File: config.mk
export PLATFORM = sky130hd
export DESIGN_NAME = hexdisplay_capture
export DESIGN_NICKNAME = d
export VERILOG_FILES = /design/src/rtl/hexdisplay_capture.sv
export SDC_FILE = /design/constraint.sdc
export NUM_CORES = 1
export LEC_CHECK = 0
export ABC_AREA = 1
export CAP_MARGIN = 20
export CORE_ASPECT_RATIO = 1.2
export CORE_MARGIN = 1
export CORE_UTILIZATION = 51
export CTS_CLUSTER_DIAMETER = 200
export DETAILED_ROUTE_END_ITERATION = 8
export PLACE_DENSITY = 0.84
export SYNTH_ARGS = -nofsm -noshare
export SYNTH_HDL_FRONTEND = slang
export SYNTH_SLANG_ARGS = --single-unit
File: constraint.sdc
create_clock -name clk -period 2.1 [get_ports clk]
set_input_delay 0.42 -clock clk [delete_from_list [all_inputs] [get_ports clk]]
set_output_delay 0.42 -clock clk [all_outputs]
set_load 0.03 [all_outputs]
File: src/rtl/hexdisplay_capture.sv
// hexdisplay_capture: receive-side decoder for a multiplexed four-digit
// seven-segment bus. Synchronizes the segment/digit-select pair, waits for
// each digit to settle, decodes the glyph to a nibble and publishes the
// reassembled 16-bit value atomically once all four digits have been seen.
// Optional feature: define HEXCAP_ORDER_CHECK_EN to require stored digits to
// follow the driver scan order 0,1,2,3 (cyclic).
module hexdisplay_capture #(
    parameter int STABLE_CYCLES = 4
) (
    input  logic        clk,
    input  logic        rst_n,
    input  logic [6:0]  segment,
    input  logic [3:0]  omask,
    output logic [15:0] value,
    output logic [3:0]  blank,
    output logic        valid,
    output logic        update,
    output logic        error
);

    localparam int CNT_W = $clog2(STABLE_CYCLES + 1);
    localparam logic [CNT_W-1:0] CNT_MAX  = CNT_W'(STABLE_CYCLES);
    localparam logic [CNT_W-1:0] CNT_LAST = CNT_W'(STABLE_CYCLES - 1);

    typedef enum logic [1:0] {S_WAIT, S_SETTLE, S_HELD} state_t;

    // Glyph decode: {legal, blank, nibble}
    function automatic logic [5:0] decode_glyph(input logic [6:0] seg);
        case (seg)
            7'h3F: decode_glyph = {2'b10, 4'h0};
            7'h06: decode_glyph = {2'b10, 4'h1};
            7'h5B: decode_glyph = {2'b10, 4'h2};
            7'h4F: decode_glyph = {2'b10, 4'h3};
            7'h66: decode_glyph = {2'b10, 4'h4};
            7'h6D: decode_glyph = {2'b10, 4'h5};
            7'h7D: decode_glyph = {2'b10, 4'h6};
            7'h07: decode_glyph = {2'b10, 4'h7};
            7'h7F: decode_glyph = {2'b10, 4'h8};
            7'h6F: decode_glyph = {2'b10, 4'h9};
            7'h77: decode_glyph = {2'b10, 4'hA};
            7'h7C: decode_glyph = {2'b10, 4'hB};
            7'h39: decode_glyph = {2'b10, 4'hC};
            7'h5E: decode_glyph = {2'b10, 4'hD};
            7'h79: decode_glyph = {2'b10, 4'hE};
            7'h71: decode_glyph = {2'b10, 4'hF};
            7'h00: decode_glyph = {2'b11, 4'h0};
            default: decode_glyph = 6'b00_0000;
        endcase
    endfunction

    // Digit select decode: {exactly_one_zero, index}
    function automatic logic [2:0] mask_index(input logic [3:0] m);
        case (m)
            4'b1110: mask_index = 3'b100;
            4'b1101: mask_index = 3'b101;
            4'b1011: mask_index = 3'b110;
            4'b0111: mask_index = 3'b111;
            default: mask_index = 3'b000;
        endcase
    endfunction

    logic [6:0]       r_seg_s1, r_seg_s2, r_seg_prev;
    logic [3:0]       r_mask_s1, r_mask_s2, r_mask_prev;
    state_t           r_state;
    logic [CNT_W-1:0] r_cnt;
    logic [15:0]      r_stage_nib;
    logic [3:0]       r_stage_blank;
    logic [3:0]       r_seen;
    logic [15:0]      r_value;
    logic [3:0]       r_blank;
    logic             r_valid, r_update, r_error;
`ifdef HEXCAP_ORDER_CHECK_EN
    logic [1:0]       r_last;
    logic             r_have_last;
`endif

    logic             w_changed, w_eval, w_store, w_err, w_order_bad;
    logic [5:0]       w_dec;
    logic [2:0]       w_midx;
    logic [1:0]       w_digit;
    logic [3:0]       w_seen_next;

    assign w_changed = {r_mask_s2, r_seg_s2} != {r_mask_prev, r_seg_prev};
    assign w_eval    = (r_state == S_SETTLE) && !w_changed && (r_cnt == CNT_LAST);
    assign w_dec     = decode_glyph(r_seg_s2);
    assign w_midx    = mask_index(r_mask_s2);
    assign w_digit   = w_midx[1:0];

    // Two-flop synchronizer plus the previous-sample register used for change detection
    always_ff @(posedge clk or negedge rst_n) begin
        if (!rst_n) begin
            r_seg_s1    <= 7'h00;
            r_seg_s2    <= 7'h00;
            r_seg_prev  <= 7'h00;
            r_mask_s1   <= 4'b1111;
            r_mask_s2   <= 4'b1111;
            r_mask_prev <= 4'b1111;
        end else begin
            r_seg_s1    <= segment;
            r_seg_s2    <= r_seg_s1;
            r_seg_prev  <= r_seg_s2;
            r_mask_s1   <= omask;
            r_mask_s2   <= r_mask_s1;
            r_mask_prev <= r_mask_s2;
        end
    end

    // Settle FSM: count identical samples, evaluate once per stable sample
    always_ff @(posedge clk or negedge rst_n) begin
        if (!rst_n) begin
            r_state <= S_WAIT;
            r_cnt   <= '0;
        end else begin
            case (r_state)
                S_WAIT: begin
                    if (w_changed) begin
                        r_state <= S_SETTLE;
                        r_cnt   <= CNT_W'(1);
                    end
                end
                S_SETTLE: begin
                    if (w_changed) begin
                        r_cnt <= CNT_W'(1);
                    end else if (r_cnt == CNT_LAST) begin
                        r_state <= S_HELD;
                        r_cnt   <= CNT_MAX;
                    end else if (r_cnt != CNT_MAX) begin
                        r_cnt <= r_cnt + 1'b1;
                    end
                end
                S_HELD: begin
                    if (w_changed) begin
                        r_state <= S_SETTLE;
                        r_cnt   <= CNT_W'(1);
                    end
                end
                default: begin
                    r_state <= S_WAIT;
                    r_cnt   <= '0;
                end
            endcase
        end
    end

    // Classify an evaluated sample: ignore idle, reject bad masks/glyphs, else store
    always_comb begin
        w_store     = 1'b0;
        w_err       = 1'b0;
        w_order_bad = 1'b0;
        if (w_eval && (r_mask_s2 != 4'b1111)) begin
            if (!w_midx[2] || !w_dec[5]) begin
                w_err = 1'b1;
            end else begin
                w_store = 1'b1;
`ifdef HEXCAP_ORDER_CHECK_EN
                // Out-of-order digit restarts the frame with itself as first digit
                if (r_have_last && (w_digit != r_last + 2'd1)) begin
                    w_err       = 1'b1;
                    w_order_bad = 1'b1;
                end
`endif
            end
        end
        w_seen_next = ((&r_seen) || w_order_bad) ? 4'b0000 : r_seen;
        if (w_store) begin
            w_seen_next = w_seen_next | (4'b0001 << w_digit);
        end
    end

    // Staging, seen tracking and atomic publish of a completed frame
    always_ff @(posedge clk or negedge rst_n) begin
        if (!rst_n) begin
            r_stage_nib   <= 16'h0000;
            r_stage_blank <= 4'b0000;
            r_seen        <= 4'b0000;
            r_value       <= 16'h0000;
            r_blank       <= 4'b0000;
            r_valid       <= 1'b0;
            r_update      <= 1'b0;
            r_error       <= 1'b0;
`ifdef HEXCAP_ORDER_CHECK_EN
            r_last        <= 2'd0;
            r_have_last   <= 1'b0;
`endif
        end else begin
            r_error  <= w_err;
            r_update <= &r_seen;
            r_seen   <= w_seen_next;
            if (w_store) begin
                r_stage_nib[{w_digit, 2'b00} +: 4] <= w_dec[3:0];
                r_stage_blank[w_digit]             <= w_dec[4];
            end
            if (&r_seen) begin
                r_value <= r_stage_nib;
                r_blank <= r_stage_blank;
                r_valid <= 1'b1;
            end
`ifdef HEXCAP_ORDER_CHECK_EN
            if (w_store) begin
                r_last      <= w_digit;
                r_have_last <= 1'b1;
            end else if (&r_seen) begin
                r_have_last <= 1'b0;
            end
`endif
        end
    end

    assign value  = r_value;
    assign blank  = r_blank;
    assign valid  = r_valid;
    assign update = r_update;
    assign error  = r_error;

endmodule

After elaboration in Yosys (flattened, before gate mapping)
Index checks and enable logic that the tools add are counted.

storage, ports and cells
  register bits = 85
  bits of input ports = 13
  output and inout bits = 23
  logic and storage cells = 89

operators by class
  add/sub/neg operators = 2
  magnitude comparators = 2
  equality and inequality tests = 30
  shift-type cells = 3
  muxes and demuxes = 21
  bitwise gates (word level) = 1
  reductions and logical operators = 14

operator list
  operator                                               count
  case mux 6 bit (17 select lines)                       1
  equality test 7 bit, second input constant             12
  bitwise mux 16 bit                                     1
  variable shift 4 x 6 -> 16 bit, first input constant   1
  indexed part select 4 x 6 -> 16 bit                    1
  equality test 7 x 3 -> 1 bit, second input constant    2
  equality test 7 x 6 -> 1 bit, second input constant    2
  equality test 4 bit, second input constant             3
  2-to-1 mux 3 bit                                       4
  case mux 3 bit (4 select lines)                        1
  inequality test 11 bit                                 1
  2-to-1 mux 4 bit                                       2
  logical NOT 7 bit                                      1
  2-to-1 mux 2 bit                                       3
  negation 4 -> 6 bit                                    1
  case mux 3 bit (2 select lines)                        1
  2-to-1 mux 1 bit                                       5
  bitwise mux 4 bit                                      1
  equality test 4 x 3 -> 1 bit, second input constant    1
  logical AND 1 bit                                      4
  inequality test 2 x 1 -> 1 bit, second input constant  2
  inequality test 4 x 2 -> 1 bit, second input constant  1
  inequality test 4 bit, second input constant           1
  bitwise OR 4 bit                                       1
  18 further kinds                                       20

Longest topological paths before layout
Gate-level depths: netlist of the first run.

  depth in word-level cells = 7
  mapped depth = 13
  mapped depth without buffers = 12

Least setup slack after synthesis of the first run
No wires, ideal clock.

  path type = register -> register
  start = reg r_mask_s2[3]
  end = reg r_stage_nib[0]
  library setup time = 0.066 ns
  data arrival time = 2.105 ns
  required time = 2.034 ns
  path slack = -0.070 ns
  stages on the path, launching flop included = 10
  buffers on the path = 0
  period minus slack after synthesis = 2.170 ns
  cell sequence = dfstp_2 > nand2_1 > o21bai_1 > inv_1 > ha_1 > nor2_1 > inv_1 > a21oi_1 > nand4_1 > nand2_1

on the way
  longest elaborated chain between the ends = 6
  elaborated cells on any way between the ends = 19
  those cells by class = 1 x add/sub; 6 x eq/ne; 2 x shift; 4 x mux; 6 x reduce/logical

RTL lines
  element                                                                      RTL line  source
  start, declared                                                              63        logic [3:0] r_mask_s1, r_mask_s2, r_mask_prev;
  start signal, assigned                                                       103       r_mask_s2 <= r_mask_s1;
  parallel branches: the longest is 6 deep, another holds negation 4 -> 6 bit  -
  end signal, assigned by index                                                190       r_stage_nib[{w_digit, 2'b00} +: 4] <= w_dec[3:0];
  end, declared                                                                66        logic [15:0] r_stage_nib;

Parallel ways; which one is timed is not known.
A chain may end at the register's enable or synchronous reset.

Final worst setup path of the first run
  start = reg r_mask_s2[0]
  end = reg r_stage_nib[13]

Same word-level chain as after synthesis.

==> results.json, run 1 <==
{
  "outcome": "finished clean",
  "crit_type": "flop to flop",
  "num_vias": 3091,
  "final_cell_mix": "nand2_1, dfrtp_1, nor2_1",
  "clock_latency_ns": 0.36,
  "synth_nets": 486,
  "rows": 34,
  "power-per-cell-area_mw_per_mm2": 682,
  "vias_per_cell": 5.06,
  "dieArea_mm2": 0.00802,
  "relSlewSlack_pct": 60.0,
  "critPathBufInv": 2,
  "initial_core_util_pct": 53.4,
  "routedWlPerCell_um": 11.7,
  "post-synth-top-area-fraction_pct": 46.7,
  "h-tree-depth": 3,
  "startpoint": "r_mask_s2[0]",
  "r2r-end": "r_stage_nib[13]",
  "max_stage_delay_ns": 0.58,
  "grt_max_degree": 53,
  "port-buffer-count": 35,
  "layout-drive-gt1-share_pct": 13.6,
  "leakage_nw": 2.51,
  "fin_cells": 611,
  "synth-seq-area-share_pct": 54.8,
  "dp_hpwl_um": 5390,
  "crit_path_end": "r_stage_nib[13]",
  "synth_edf_count": 0,
  "drc": 0,
  "critical-path-top-delay-family": "simple AND/OR/NAND/NOR gates",
  "cts.clk_slew.worst_paths_ns": 0.09,
  "rsz0062_at_grt": "no",
  "cts_sinks": 85,
  "cp-start-kind": "flop",
  "gp_congestion": 0.880,
  "synthFlopType": "dfrtp_1",
  "regToRegSetupSlack_ns": 0.17,
  "grt_pass1_wl_um": 12500,
  "overflow": 0,
  "first_global_vias": 3072,
  "place_inst": 591,
  "fin_crit_ns": 1.93,
  "coreArea_mm2": 0.00732,
  "syn_area_per_cell_um2": 8.44,
  "cts_root_buffer": "clkbuf_8",
  "crit_arrival_ns": 2.24,
  "finalSetupViolCount": 0,
  "r2r-start": "r_mask_s2[0]",
  "ys_async_sr_fraction_pct": 100,
  "finalHoldViolations": 0,
  "max-vdd-ir-drop_uv": 484,
  "area_growth_pct": 20.9,
  "die_y_um": 97.9,
  "syn_inst": 463,
  "cts_buffer_depth": 2,
  "cp_slowest_cell": "dfstp_2",
  "synth-seq-cells": 85,
  "ys_warn_count": 0,
  "drt_first_pass_iters": 4,
  "antenna_cells": 0,
  "critPathCaptureType": "flop",
  "final_common_cell": "nand2_1",
  "fin_nets": 539,
  "hold_class": "flop to flop",
  "drt_iter0_drc": 143,
  "die_w_um": 81.9,
  "tns_ns": 0,
  "clock_skew_ns": 0.0155,
  "synth_top_cell_by_area": "dfrtp_1",
  "yosys-top-cells-area": "dfrtp_1, nand2_1, dfstp_2",
  "cts_tree": "built",
  "grtUsageTotal_pct": 20.3,
  "numCtsBuffers": 9,
  "reg2reg_depth": 10,
  "postRouteAntennaNets": 0,
  "fillers": 589,
  "path_depth": 10,
  "ios": 36,
  "final_max_slew_viol_count": 0,
  "fin_crit_sh_pct": 92.0,
  "worst_slew_pin_slew_ns": 0.599,
  "antenna_found_initial": 0,
  "maxCapViolations": 0,
  "worst_ep_required_time_ns": 2.41,
  "path_cells": "nand2_1, nor3_2, o21bai_2, inv_1, ha_4, inv_1, nand3_1, nor2_1, nand4_1, nand2_1",
  "ys_types": 29,
  "drt_wl_total_um": 7160,
  "fmaxAchievable_mhz": 518,
  "syn_area_mm2": 0.00391,
  "cp_max_fo": 8
}
[cells by family (layout without fill, tap and decap cells)]
kind of cell	after synthesis	in the layout	synth area share, %
DFF	85	85	54.8
adders and majority gates	10	10	3.20
buffers and inverters	50	108	5.47
and+or+nand+nor	297	297	32.8
AOI/OAI and AO/OA	15	15	2.37
xor gates and xnor gates	6	6	1.34
[worst min path at each step]
stage                           start     endpoint  cells after the start
after global routing      r_seg_s1[5]  r_seg_s2[5]                      0
after global placement    r_seg_s1[4]  r_seg_s2[4]                      0
final                     r_seg_s1[2]  r_seg_s2[2]                      0
after CTS                 r_seg_s1[2]  r_seg_s2[2]                      0
after floorplan                 rst_n     blank[0]                      0
after detailed placement  r_seg_s1[2]  r_seg_s2[2]                      0
[flip-flops by register name, summed over array words and instances, names as in the netlist]
name / count
error: 1
r_seg_prev: 7
r_seen: 4
value: 16
r_cnt: 3
r_mask_s1: 4
r_stage_blank: 4
r_mask_s2: 4
r_mask_prev: 4
valid: 1
r_seg_s2: 7
r_state: 2
update: 1
blank: 4
r_seg_s1: 7
r_stage_nib: 16
[per-stage QoR]
step / power, mW / utilization [%] / setup slack (ns) / cell area, um2 / hold WS (ns)
2_1_floorplan: 1.85 / - / 0.112 / 3910 / 0.124
3_3_place_gp: 1.93 / 60.5 / 0.176 / 4430 / 0.334
3_5_place_dp: 1.94 / 60.5 / 0.0323 / 4430 / 0.335
4_1_cts: 3.24 / 63.8 / 0.0190 / 4670 / 0.353
5_1_grt: 3.35 / 64.6 / 0.00326 / 4730 / 0.363
6_report: 3.22 / 64.6 / 0.168 / 4730 / 0.350
[layer usage]
| layer | global-route usage, % | vias up | wire [um] |
|---|---|---|---|
| li1 | - | 1555 | - |
| met1 | 22.9 | 1456 | 3020 |
| met2 | 34.5 | 56 | 3660 |
| met3 | 4.02 | 24 | 192 |
| met4 | 12.4 | 0 | 286 |
| met5 | 0 | - | 0 |
[power breakdown]
group          switching (mW)  internal [mW]
Sequential             0.0277           1.68
Combinational           0.127         0.0769
Clock                   0.577          0.737
Total                   0.732           2.49
[cell usage after synthesis (2+ instances only)]
master      n
nor2_4      4
nand3_2     3
buf_6       3
dfrtp_1    73
nor2_2      4
o31ai_1     2
o21ai_0     3
dfstp_2    12
nand2_2     4
inv_2       5
or2_2       2
o21bai_1    2
xnor2_1     6
nand3_1    21
a21oi_1     5
nand2_1   186
nand4_1    21
nor2_1     48
inv_1      37
clkbuf_1    4
ha_1       10
[timing repair]
action | 4_1_cts | 5_1_grt
endpoints found under the hold margin | 4 | 0
gates resized for setup | 0 | 5
setup endpoints to repair | 0 | 18
hold buffers | 1 | 0
setup buffers | 0 | 3
[cell type report]
type                    instances  area (um2)  share of cell area (%)
repair buffers                 50         500                    10.6
well taps                      90         113                    2.38
clock buffers                  11         151                    3.20
clock inverters                 5        81.3                    1.72
flip-flops and latches         85        2140                    45.3
multi-input cells             328        1580                    33.5
inverters                      42         158                    3.33
Power figures use the tool's default switching activity.
==> inputs of run 2 (changes only) <==
--- a/config.mk
+++ b/config.mk
@@ -9,10 +9,11 @@
 export CAP_MARGIN = 20
 export CORE_ASPECT_RATIO = 1.2
 export CORE_MARGIN = 1
-export CORE_UTILIZATION = 51
+export CORE_UTILIZATION = 57
 export CTS_CLUSTER_DIAMETER = 200
+export CTS_CLUSTER_SIZE = 8
 export DETAILED_ROUTE_END_ITERATION = 8
-export PLACE_DENSITY = 0.84
+export PLACE_DENSITY = 0.88
 export SYNTH_ARGS = -nofsm -noshare
 export SYNTH_HDL_FRONTEND = slang
 export SYNTH_SLANG_ARGS = --single-unit
==> constraint.sdc (replaced) <==
create_clock -name clk -period 2 [get_ports clk]
set_input_delay 0.4 -clock clk [delete_from_list [all_inputs] [get_ports clk]]
set_output_delay 0.4 -clock clk [all_outputs]
set_load 0.03 [all_outputs]
==> run 2 against run 1 <==
Sequential power increased by 6%. Hold slack improved by 0.0025 ns. Critical endpoint is now r_stage_nib[0]. Global-route usage increased by 4.0 points. Highest routed layer unchanged. Largest cell class unchanged. Die area decreased by 10%. First-iteration DRC count increased by 59%. Worst setup slack got worse by 0.092 ns. Clock power increased by 11%.
==> results.json, run 2 (synthesized netlist as in run 1, its figures left out) <==
{
  "path_cells": "nand2_2, inv_1, nand3_1, ha_4, nor2_2, inv_1, a21oi_1, nand4_1, nand2_1",
  "leakage_nw": 2.50,
  "dieArea_mm2": 0.00720,
  "area_growth_pct": 22.7,
  "crit_arrival_ns": 2.22,
  "drt_first_pass_iters": 5,
  "hold_class": "flop to flop",
  "clock_latency_ns": 0.36,
  "drc": 0,
  "finalHoldViolations": 0,
  "vias_per_cell": 5.37,
  "routedWlPerCell_um": 13.3,
  "outcome": "finished clean",
  "h-tree-depth": 3,
  "final_cell_mix": "nand2_1, dfrtp_1, nor2_1",
  "finalSetupViolCount": 0,
  "cts.clk_slew.worst_paths_ns": 0.08,
  "path_depth": 9,
  "cp_slowest_cell": "dfstp_2",
  "fillers": 461,
  "maxCapViolations": 0,
  "startpoint": "r_mask_s2[1]",
  "fin_nets": 538,
  "relSlewSlack_pct": 59.8,
  "regToRegSetupSlack_ns": 0.08,
  "grt_pass1_wl_um": 13500,
  "worst_slew_pin_slew_ns": 0.602,
  "power-per-cell-area_mw_per_mm2": 729,
  "antenna_found_initial": 0,
  "worst_ep_required_time_ns": 2.29,
  "postRouteAntennaNets": 0,
  "stdcell_area_mm2": 0.00480,
  "antenna_cells": 0,
  "dp_hpwl_um": 5490,
  "max_stage_delay_ns": 0.58,
  "critical-path-top-delay-family": "simple AND/OR/NAND/NOR gates",
  "coreArea_mm2": 0.00653,
  "drt_iter0_drc": 228,
  "crit_top_cell": "inv_1",
  "port-buffer-count": 35,
  "cp-start-kind": "flop",
  "tns_ns": 0,
  "gp_congestion": 0.968,
  "cp_max_fo": 7,
  "dpl-instance-area_mm2": 0.00443,
  "cts_buffer_depth": 2,
  "die_y_um": 92.7,
  "r2r-start": "r_mask_s2[1]",
  "final_common_cell": "nand2_1",
  "cts_tree": "built",
  "first_global_vias": 3220,
  "fmaxAchievable_mhz": 520,
  "rows": 32,
  "crit_type": "flop to flop",
  "cts_root_buffer": "clkbuf_8",
  "die_w_um": 77.6,
  "dp_slack_ns": 0.00384,
  "initial_core_util_pct": 59.9,
  "critPathBufInv": 2,
  "num_vias": 3247,
  "grt_max_degree": 50,
  "cts_sinks": 85,
  "ios": 36,
  "fin_crit_ns": 1.92,
  "r2r-end": "r_stage_nib[0]",
  "grtUsageTotal_pct": 24.3,
  "clock_skew_ns": 0.0134,
  "critPathCaptureType": "flop",
  "layout-drive-gt1-share_pct": 16.9,
  "overflow": 0,
  "fin_crit_sh_pct": 96.2,
  "reg2reg_depth": 9,
  "fin_ws_ns": 0.0756,
  "drt_wl_total_um": 8070,
  "final_max_slew_viol_count": 0,
  "crit_path_end": "r_stage_nib[0]",
  "numCtsBuffers": 9,
  "max-vdd-ir-drop_uv": 501
}
## run 2: cell types whose count changed in the layout (fill, tap and decap cells not counted), sizes merged
cell,previous run,this run
buf,15,13
bufinv,2,3
clkbuf,11,12
clkinv,1,0
clkinvlp,1,2
inv,43,42
## run 2: metrics by stage
| step | util (%) | instances | power [mW] | hold WS (ns) |
|---|---|---|---|---|
| 3_3_place_gp | 67.9 | 586 | 2.03 | 0.333 |
| 3_5_place_dp | 67.9 | 586 | 2.04 | 0.336 |
| 5_1_grt | 73.5 | 605 | 3.61 | 0.361 |
| 2_1_floorplan | - | 463 | 1.94 | 0.104 |
| 4_1_cts | 71.9 | 603 | 3.50 | 0.356 |
| 6_report | 73.5 | 605 | 3.50 | 0.353 |
## run 2: layout make-up
type / count / area (um2) / area share [%]
flip-flops and latches: 85 / 2150 / 44.8
clock inverters: 5 / 106 / 2.22
inverters: 42 / 161 / 3.36
clock buffers: 11 / 141 / 2.95
multi-input cells: 328 / 1620 / 33.8
repair buffers: 49 / 510 / 10.6
well taps: 85 / 106 / 2.22
## run 2: what timing repair did
action | in CTS | in global routing
pin swaps | 0 | 2
buffers inserted | 0 | 1
hold endpoints to repair | 9 | 0
gates resized for setup | 1 | 23
endpoints found under the setup margin | 1 | 20
hold buffers | 1 | 0
gates cloned | 0 | 1
## run 2: power by group
part / internal [mW] / switching, mW / leakage [nW]
logic: 0.0899 / 0.149 / 1.30
registers: 1.76 / 0.0323 / 1.08
clock network: 0.868 / 0.593 / 0.120
total: 2.72 / 0.775 / 2.50
## run 2: worst min-delay path by stage
stage | from | to | slack [ns] | cells past startpoint
after CTS | r_seg_s1[4] | r_seg_s2[4] | 0.36 | 0
after detailed placement | r_seg_s1[2] | r_seg_s2[2] | 0.34 | 0
final | r_seg_s1[4] | r_seg_s2[4] | 0.35 | 0
after floorplan | rst_n | blank[0] | 0.10 | 0
after global placement | r_seg_s1[4] | r_seg_s2[4] | 0.33 | 0
after global routing | r_mask_s1[1] | r_mask_s2[1] | 0.36 | 0
## run 2: routing by layer
metal  global-route usage [%]  vias to the layer above  wire [um]
li1                         -                     1554          -
met1                     25.6                     1573       3220
met5                        0                        -          0
met4                     17.3                        0        252
met3                     3.94                       25        294
met2                     43.9                       95       4310
## run 2: worst reg2reg max path, cell delays in order (launching register included)
cell     delay [ns]
dfstp_2        0.58
nand2_2        0.08
inv_1          0.08
nand3_1        0.20
ha_4           0.34
nor2_2         0.13
inv_1          0.08
a21oi_1        0.17
nand4_1        0.13
nand2_1        0.08
